File: config.mk
export PLATFORM = sky130hd
export DESIGN_NAME = memterceptor_wait
export DESIGN_NICKNAME = d
export VERILOG_FILES = /design/src/rtl/memterceptor_wait.sv
export SDC_FILE = /design/constraint.sdc
export NUM_CORES = 1
export LEC_CHECK = 0
export BUFFER_PORTS_ARGS = -buffer_cell sky130_fd_sc_hd__buf_4
export CAP_MARGIN = 0
export CORE_ASPECT_RATIO = 0.75
export CORE_MARGIN = 3
export CORE_UTILIZATION = 29
export CTS_CLUSTER_DIAMETER = 100
export DETAILED_ROUTE_END_ITERATION = 16
export SYNTH_ARGS = -nofsm -noshare
export SYNTH_HDL_FRONTEND = slang
export SYNTH_SLANG_ARGS = --single-unit
export TNS_END_PERCENT = 100
File: constraint.sdc
create_clock -name CLK -period 1.5 [get_ports CLK]
set_input_delay 0 -clock CLK [delete_from_list [all_inputs] [get_ports CLK]]
set_output_delay 0 -clock CLK [all_outputs]
set_load 0.01 [all_outputs]
File: src/rtl/memterceptor_wait.sv
// memterceptor_wait
//   Address interceptor between the CPU bus and the memory array and a
//   window of peripherals. The top PFX_W address bits all set select the
//   peripheral window. The next CH_SEL_W bits pick one of 2^CH_SEL_W
//   channels. Memory accesses complete in one cycle. A peripheral access
//   latches the channel and the operation, then stalls the CPU until that
//   channel reports ready. Read data is returned registered, with a
//   one-cycle RD_VALID pulse.
//
//   Optional macro MEMTERCEPTOR_WAIT_TIMEOUT_EN: a peripheral access that
//   stays unready for TIMEOUT BUSY cycles is forced to complete. A forced
//   read returns all ones, and BUS_ERR pulses for one cycle.
//
// Ports
//   CLK, RESET            clock (rising edge), async active-high reset
//   ADR, READ, WRITE      CPU request, held stable while STALL=1
//   STALL                 CPU must hold its request
//   READ_DATA, RD_VALID   registered read data and its one-cycle valid
//   ADR_IS_MEM/ADR_IS_PER combinational address decode
//   MEM_DATA, MEM_WRITE   memory read data in, memory write enable out
//   PER_SEL               one-hot channel select, active during BUSY
//   PER_READ, PER_WRITE   peripheral strobes, held during BUSY
//   PER_DATA, PER_READY   per-channel read data (DATA_W slices), ready
//   BUS_ERR               timeout pulse (tied 0 without the macro)
module memterceptor_wait #(
    parameter int unsigned ADR_W    = 8,
    parameter int unsigned DATA_W   = 8,
    parameter int unsigned PFX_W    = 5,
    parameter int unsigned CH_SEL_W = 1,
    parameter int unsigned TIMEOUT  = 15
) (
    input  logic                               CLK,
    input  logic                               RESET,
    input  logic [ADR_W-1:0]                   ADR,
    input  logic                               READ,
    input  logic                               WRITE,
    output logic                               STALL,
    output logic [DATA_W-1:0]                  READ_DATA,
    output logic                               RD_VALID,
    output logic                               ADR_IS_MEM,
    output logic                               ADR_IS_PER,
    input  logic [DATA_W-1:0]                  MEM_DATA,
    output logic                               MEM_WRITE,
    output logic [(1<<CH_SEL_W)-1:0]           PER_SEL,
    output logic                               PER_READ,
    output logic                               PER_WRITE,
    input  logic [(1<<CH_SEL_W)*DATA_W-1:0]    PER_DATA,
    input  logic [(1<<CH_SEL_W)-1:0]           PER_READY,
    output logic                               BUS_ERR
);

    localparam logic [0:0] S_IDLE = 1'b0;
    localparam logic [0:0] S_BUSY = 1'b1;

    logic [0:0]          state_q, state_d;
    logic [CH_SEL_W-1:0] ch_q, ch_d;
    logic                op_write_q, op_write_d;
    logic [DATA_W-1:0]   read_data_q, read_data_d;
    logic                rd_valid_q, rd_valid_d;
    logic                adr_is_per;
    logic [CH_SEL_W-1:0] ch_in;
    logic                ready_sel;

    // Address bits below the channel field do not take part in the decode.
    if (ADR_W > PFX_W + CH_SEL_W) begin : g_adr_low
        logic adr_low_unused;
        assign adr_low_unused = ^ADR[ADR_W-PFX_W-CH_SEL_W-1:0];
    end

`ifdef MEMTERCEPTOR_WAIT_TIMEOUT_EN
    localparam int unsigned CNT_W = $clog2(TIMEOUT + 1);
    logic [CNT_W-1:0] cnt_q, cnt_d;
    logic             bus_err_q, bus_err_d;
`else
    localparam int unsigned TIMEOUT_UNUSED = TIMEOUT;
`endif

    always_comb begin
        adr_is_per = &ADR[ADR_W-1 -: PFX_W];
        ch_in      = ADR[ADR_W-PFX_W-1 -: CH_SEL_W];
        ready_sel  = PER_READY[ch_q];

        state_d     = state_q;
        ch_d        = ch_q;
        op_write_d  = op_write_q;
        read_data_d = read_data_q;
        rd_valid_d  = 1'b0;
        STALL       = 1'b0;
        MEM_WRITE   = 1'b0;
        PER_SEL     = '0;
        PER_READ    = 1'b0;
        PER_WRITE   = 1'b0;
`ifdef MEMTERCEPTOR_WAIT_TIMEOUT_EN
        cnt_d     = cnt_q;
        bus_err_d = 1'b0;
`endif

        case (state_q)
            S_IDLE: begin
                MEM_WRITE = WRITE & ~adr_is_per;
                if ((READ | WRITE) & adr_is_per) begin
                    STALL      = 1'b1;
                    state_d    = S_BUSY;
                    ch_d       = ch_in;
                    // WRITE has priority when both strobes are high.
                    op_write_d = WRITE;
`ifdef MEMTERCEPTOR_WAIT_TIMEOUT_EN
                    cnt_d      = '0;
`endif
                end else if (READ & ~WRITE) begin
                    read_data_d = MEM_DATA;
                    rd_valid_d  = 1'b1;
                end
            end
            default: begin
                PER_SEL[ch_q] = 1'b1;
                PER_READ      = ~op_write_q;
                PER_WRITE     = op_write_q;
                STALL         = ~ready_sel;
                if (ready_sel) begin
                    state_d = S_IDLE;
                    if (!op_write_q) begin
                        read_data_d = PER_DATA[int'(ch_q)*DATA_W +: DATA_W];
                        rd_valid_d  = 1'b1;
                    end
`ifdef MEMTERCEPTOR_WAIT_TIMEOUT_EN
                    cnt_d = '0;
                end else if (cnt_q == CNT_W'(TIMEOUT)) begin
                    // Forced completion; ready has already lost this cycle.
                    STALL     = 1'b0;
                    state_d   = S_IDLE;
                    cnt_d     = '0;
                    bus_err_d = 1'b1;
                    if (!op_write_q) begin
                        read_data_d = '1;
                        rd_valid_d  = 1'b1;
                    end
                end else begin
                    cnt_d = cnt_q + CNT_W'(1);
`endif
                end
            end
        endcase

        ADR_IS_PER = adr_is_per;
        ADR_IS_MEM = ~adr_is_per;
        READ_DATA  = read_data_q;
        RD_VALID   = rd_valid_q;
`ifdef MEMTERCEPTOR_WAIT_TIMEOUT_EN
        BUS_ERR = bus_err_q;
`else
        BUS_ERR = 1'b0;
`endif
    end

    always_ff @(posedge CLK or posedge RESET) begin
        if (RESET) begin
            state_q     <= S_IDLE;
            ch_q        <= '0;
            op_write_q  <= 1'b0;
            read_data_q <= '0;
            rd_valid_q  <= 1'b0;
`ifdef MEMTERCEPTOR_WAIT_TIMEOUT_EN
            cnt_q       <= '0;
            bus_err_q   <= 1'b0;
`endif
        end else begin
            state_q     <= state_d;
            ch_q        <= ch_d;
            op_write_q  <= op_write_d;
            read_data_q <= read_data_d;
            rd_valid_q  <= rd_valid_d;
`ifdef MEMTERCEPTOR_WAIT_TIMEOUT_EN
            cnt_q       <= cnt_d;
            bus_err_q   <= bus_err_d;
`endif
        end
    end

endmodule

**Word-level counts from Yosys, hierarchy flattened**

Index checks and enable logic that the tools add are counted.

- Shift operators: 1
- Order comparisons: 2
- Reductions and logical operators: 5
- Bitwise gates (word level): 9
- Equal/unequal tests: 3
- Multiplexer cells: 22

Operators with widths:

| cell | count |
|---|---|
| two-way mux 8 bit | 5 |
| variable part select 16 x 5 -> 8 bit | 1 |
| two-way mux 1 bit | 15 |
| NOT 1 bit | 5 |
| AND reduction 5 bit | 1 |
| inequality test 2 bit (second input constant) | 2 |
| AND reduction 4 bit | 1 |
| AND 1 bit | 3 |
| < comparator 1 x 2 -> 1 bit (second input constant) | 1 |
| two-way mux 2 bit | 1 |
| inequality test 2 x 1 -> 1 bit (second input constant) | 1 |
| AND reduction 2 bit | 1 |
| nonzero test 2 bit | 1 |
| demux 1 bit (select 1 bit) | 1 |
| >= comparator 1 bit (second input constant) | 1 |
| logical AND 1 bit | 1 |
| OR 1 bit | 1 |

- Flip-flop bits (word level): 12
- Word-level logic and storage cells: 47
- Output and inout bits: 18
- Input port bits: 38

**Longest topological paths before layout**

- Depth in word-level cells: 5
- Mapped depth: 5

**Worst setup path after synthesis**

OpenSTA, ideal clock, no wires.

- Kind: register to register
- Start point: register state_q
- End point: register read_data_q[0], in the netlist READ_DATA[0]
- Cell stages (with the launch flop): 6
- Arrival: 1.343 ns
- Period minus slack after synthesis: 1.468 ns
- Setup slack: 0.032 ns
- Library setup time: 0.125 ns
- Required time: 1.375 ns
- Buffers on the path: 1
- Path through: dfrtp_1 > buf_6 > nor2b_4 > nor2b_2 > a21oi_4 > mux2_2

- Longest elaborated chain between the ends: 2
- Elaborated cells between the ends (all ways): 6

RTL lines:

| what | line | text |
|---|---|---|
| start: declaration | 55 | `logic [0:0] state_q, state_d;` |
| start signal: assignment | 168 | `state_q <= state_d;` |
| inequality test 2 x 1 -> 1 bit (no source line) (tied with other cells) | -- |  |
| AND reduction 4 bit (no source line) | -- |  |
| end signal: assignment | 171 | `read_data_q <= read_data_d;` |
| end: declaration | 58 | `logic [DATA_W-1:0] read_data_q, read_data_d;` |

Parallel ways exist; a longest one is shown, timed or not.
A chain may end at the register's enable or synchronous reset.

**Final worst setup path**

- Start point: register ch_q
- End point: register read_data_q[7], in the netlist READ_DATA[7]

- Longest elaborated chain between the ends: 4
- Elaborated cells between the ends (all ways): 8

RTL lines:

| what | line | text |
|---|---|---|
| start: declaration | 56 | `logic [CH_SEL_W-1:0] ch_q, ch_d;` |
| start signal: assignment | 169 | `ch_q <= ch_d;` |
| variable part select 16 x 5 -> 8 bit / two-way mux 1 bit (equally long branches) | 123, 81 |  |
| two-way mux 8 bit / two-way mux 1 bit (equally long branches) | 122, 81 |  |
| two-way mux 8 bit / inequality test 2 x 1 -> 1 bit (equally long branches) | -- |  |
| two-way mux 8 bit / AND reduction 4 bit (equally long branches) | -- |  |

Parallel ways exist; a longest one is shown, timed or not. The select of a mux whose other input is x is not followed.

==> summary.md <==
| Metric | Value |
|---|---|
| Area grow syn2layout | `69.6%` |
| Max-slew violations | `0` |
| Share of cells above drive strength 1 | `0.578` |
| Compound-Gate Fraction of Synth Area | `0.0990` |
| Critical Path End Type | `flip-flop` |
| Pwr Total | `1.07 mW` |
| Yosys reg bits | `12` |
| Port buffer count | `52` |
| Synth Area in XOR/XNOR | `0` |
| Net switching power | `0.297 mW` |
| Crit-path leading delay family | `multiplexers` |
| Mux contribution to synthesized area | `0.261` |
| Finished Layout Cells | `162` |
| Hold Fails Final Rpt | `0` |
| Highest-delay cell along the critical path | `dfrtp_1` |
| GRT met2 Usage | `0.214` |
| Clock-pin transition on the worst setup and hold timing paths | `0.07 ns` |
| Initial antenna violation count | `0` |
| Internal Pwr Total | `0.771 mW` |
| Status | `finished, final reports clean` |
| Synth warn | `0` |
| Clk sinks | `12` |
| Highest-count cells in the layout ignoring fill and taps | `buf_4 (55), dfrtp_1 (12), nor2_1 (10)` |
| Remaining DRCs | `0` |
| Pin count of the biggest net entering global routing | `14` |
| DP Area | `1160 µm²` |
| Reg power frac | `0.395` |
| Design Area, Final | `1240 µm²` |
| Num ports | `56` |
| Nets | `167` |
| CTS tree | `yes` |
| Crit path time final | `1.43 ns` |
| Dpl hpwl | `1610 µm` |
| Worst-path fanout max | `9` |
| Gp weighted congestion | `0.650` |
| Total wire length | `2060 µm` |
| Simple-Gate Fraction of Synth Area | `0.167` |
| HP Class | `input port to flip-flop` |
| CP Cell Sequence | `mux2i_2, nor2b_2, a21oi_4, buf_12, mux2_2` |
| Fillcell total | `233` |
| Setup TNS | `0 ns` |
| # diodes | `0` |
| CTS HTree Levels | `1` |
| Initial core utilization | `0.313` |
| Total gr overflow | `0` |
| Commonest non-fill, non-tap cell in the layout | `buf_4` |
| Crit path buf inv count | `1` |
| Top Usage Layer GRT | `met2` |
| Post-synthesis sequential area ratio | `0.410` |
| Peak supply drop | `369 µV` |
| Yosys cell types | `24` |
| Die Area | `3170 µm²` |
| Final Cycle Share | `0.956` |
| CTS max path bufs | `2` |
| Die height | `49.5 µm` |
| Adder-Cell Fraction of Synth Area | `0` |
| # Max-Cap Violations | `0` |
| PwrDens | `859 nW/µm²` |
| Core area | `2350 µm²` |
| Clock power frac | `0.231` |
| Logic pwr share | `0.374` |
| Synthesized area | `733 µm²` |
| GRT Total Usage | `0.133` |
| Grt met1 use | `0.160` |
| Fmax | `697 MHz` |
| Placed cells | `155` |
| Post-Synthesis Cells | `71` |
| Placement row count | `15` |
| M3 GR Usage | `0.0569` |
| Worst endpoint required time | `1.65 ns` |
| Vias | `694` |
| Syn nets | `109` |
| Leakage | `0.645 nW` |
| Initial drt markers | `30` |
| Largest family of logic cells by synthesized area | `multiplexers` |
| Net Sw Frac | `0.278` |
| Routed len/inst | `12.7 µm` |
| Antenna Nets Post-Route | `0` |
| Post-layout util | `0.530` |
| Kind of critical path | `flip-flop to flip-flop` |
| First-pass GRT wire length | `3350 µm` |
| Startpoint Class | `flip-flop` |
| Clk Tree Root Cell | `clkbuf_4` |
| Fin Clk Skew | `0.00524 ns` |
| DR vias/cell | `4.28` |
| Vias in the first global route | `767` |
| Worst Path Arrival | `1.58 ns` |
| Die width | `64.1 µm` |
| Clk Latency, worst-skew pair | `0.26 ns` |
| Total clock buffers created by CTS | `3` |
| DR pass1 iterations | `4` |
| Final setup fails | `0` |
| Syn_area_per_cell | `10.3 µm²` |
| Crit path largest cell delay | `0.38 ns` |
[worst paths after layout]
kind	cells past startpoint	slack (ns)	startpoint	to
max	5	0.07	ch_q	READ_DATA[7]
min	2	0.03	WRITE	op_write_q
max reg2reg	5	0.07	ch_q	READ_DATA[7]
min reg2reg	1	0.51	READ_DATA[5]	READ_DATA[5]
max in group asynchronous	3	0.91	RESET	op_write_q
min in group asynchronous	3	0.28	RESET	READ_DATA[6]
[kinds of logic (layout without fill, tap and decap cells)]
logic type | after synthesis | after routing
flip-flops | 12 | 12
multiplexers | 18 | 18
other | 1 | 1
buffers and inverters | 8 | 65
AND/OR/NAND/NOR | 21 | 21
AO/OA/AOI/OAI | 11 | 11
[layer usage]
| metal | part of all wire | wire length [µm] | vias up |
|---|---|---|---|
| met1 | 0.43 | 886 | 301 |
| met4 | 0.0058 | 12 | 0 |
| met2 | 0.44 | 917 | 37 |
| li1 | - | - | 354 |
| met5 | 0 | 0 | - |
| met3 | 0.12 | 245 | 2 |
[power by group through the flow]
| stage | registers, mW | logic [mW] | clock network, mW |
|---|---|---|---|
| 6_report | 0.422 | 0.400 | 0.247 |
| 5_1_grt | 0.431 | 0.437 | 0.281 |
| 4_1_cts | 0.421 | 0.391 | 0.260 |
| 3_5_place_dp | 0.426 | 0.387 | 0 |
| 3_3_place_gp | 0.422 | 0.379 | 0 |
| 2_1_floorplan | 0.445 | 0.173 | 0 |
[timing repair]
action	CTS	global route
resized for setup	0	2
hold buffers	2	0
endpoints found under the setup margin	0	8
endpoints found under the hold margin	13	0
buffers inserted	0	1
[cells in the mapped netlist (all sizes together)]
cell type	instances	share of area
clkbuf	2	0.010
nor3	1	0.0068
conb	1	0.0051
nor3b	2	0.027
a21oi	9	0.077
a21o	1	0.010
nor2	10	0.051
nand3b	1	0.010
nand3	1	0.0068
buf	3	0.032
and2	2	0.017
dfrtp	12	0.41
inv	3	0.015
nor2b	3	0.039
mux2i	9	0.12
mux2	9	0.14
a22o	1	0.012
and3	1	0.0085
[sequential cells by signal, indices dropped and copies added, names as in the netlist]
| register | cells |
|---|---|
| READ_DATA | 8 |
| RD_VALID | 1 |
| ch_q | 1 |
| op_write_q | 1 |
| state_q | 1 |
[layout make-up]
type | instances | area [µm²] | area share
sequential | 12 | 300 | 0.241
multi-input combinational | 51 | 400 | 0.322
inverter | 3 | 11.3 | 0.00905
clock buffer | 4 | 36.3 | 0.0292
timing repair buffer | 58 | 453 | 0.364
tap | 34 | 42.5 | 0.0342
[stage by stage]
step,setup slack [ns],hold WS (ns)
after floorplan,0.0321,-0.135
after detailed placement,0.0147,0.0370
after CTS,0.00919,0.00698
after global placement,0.0430,0.0329
after global routing,-0.0139,0.0236
final,0.0662,0.0251
(Power assumes the default switching activity.)
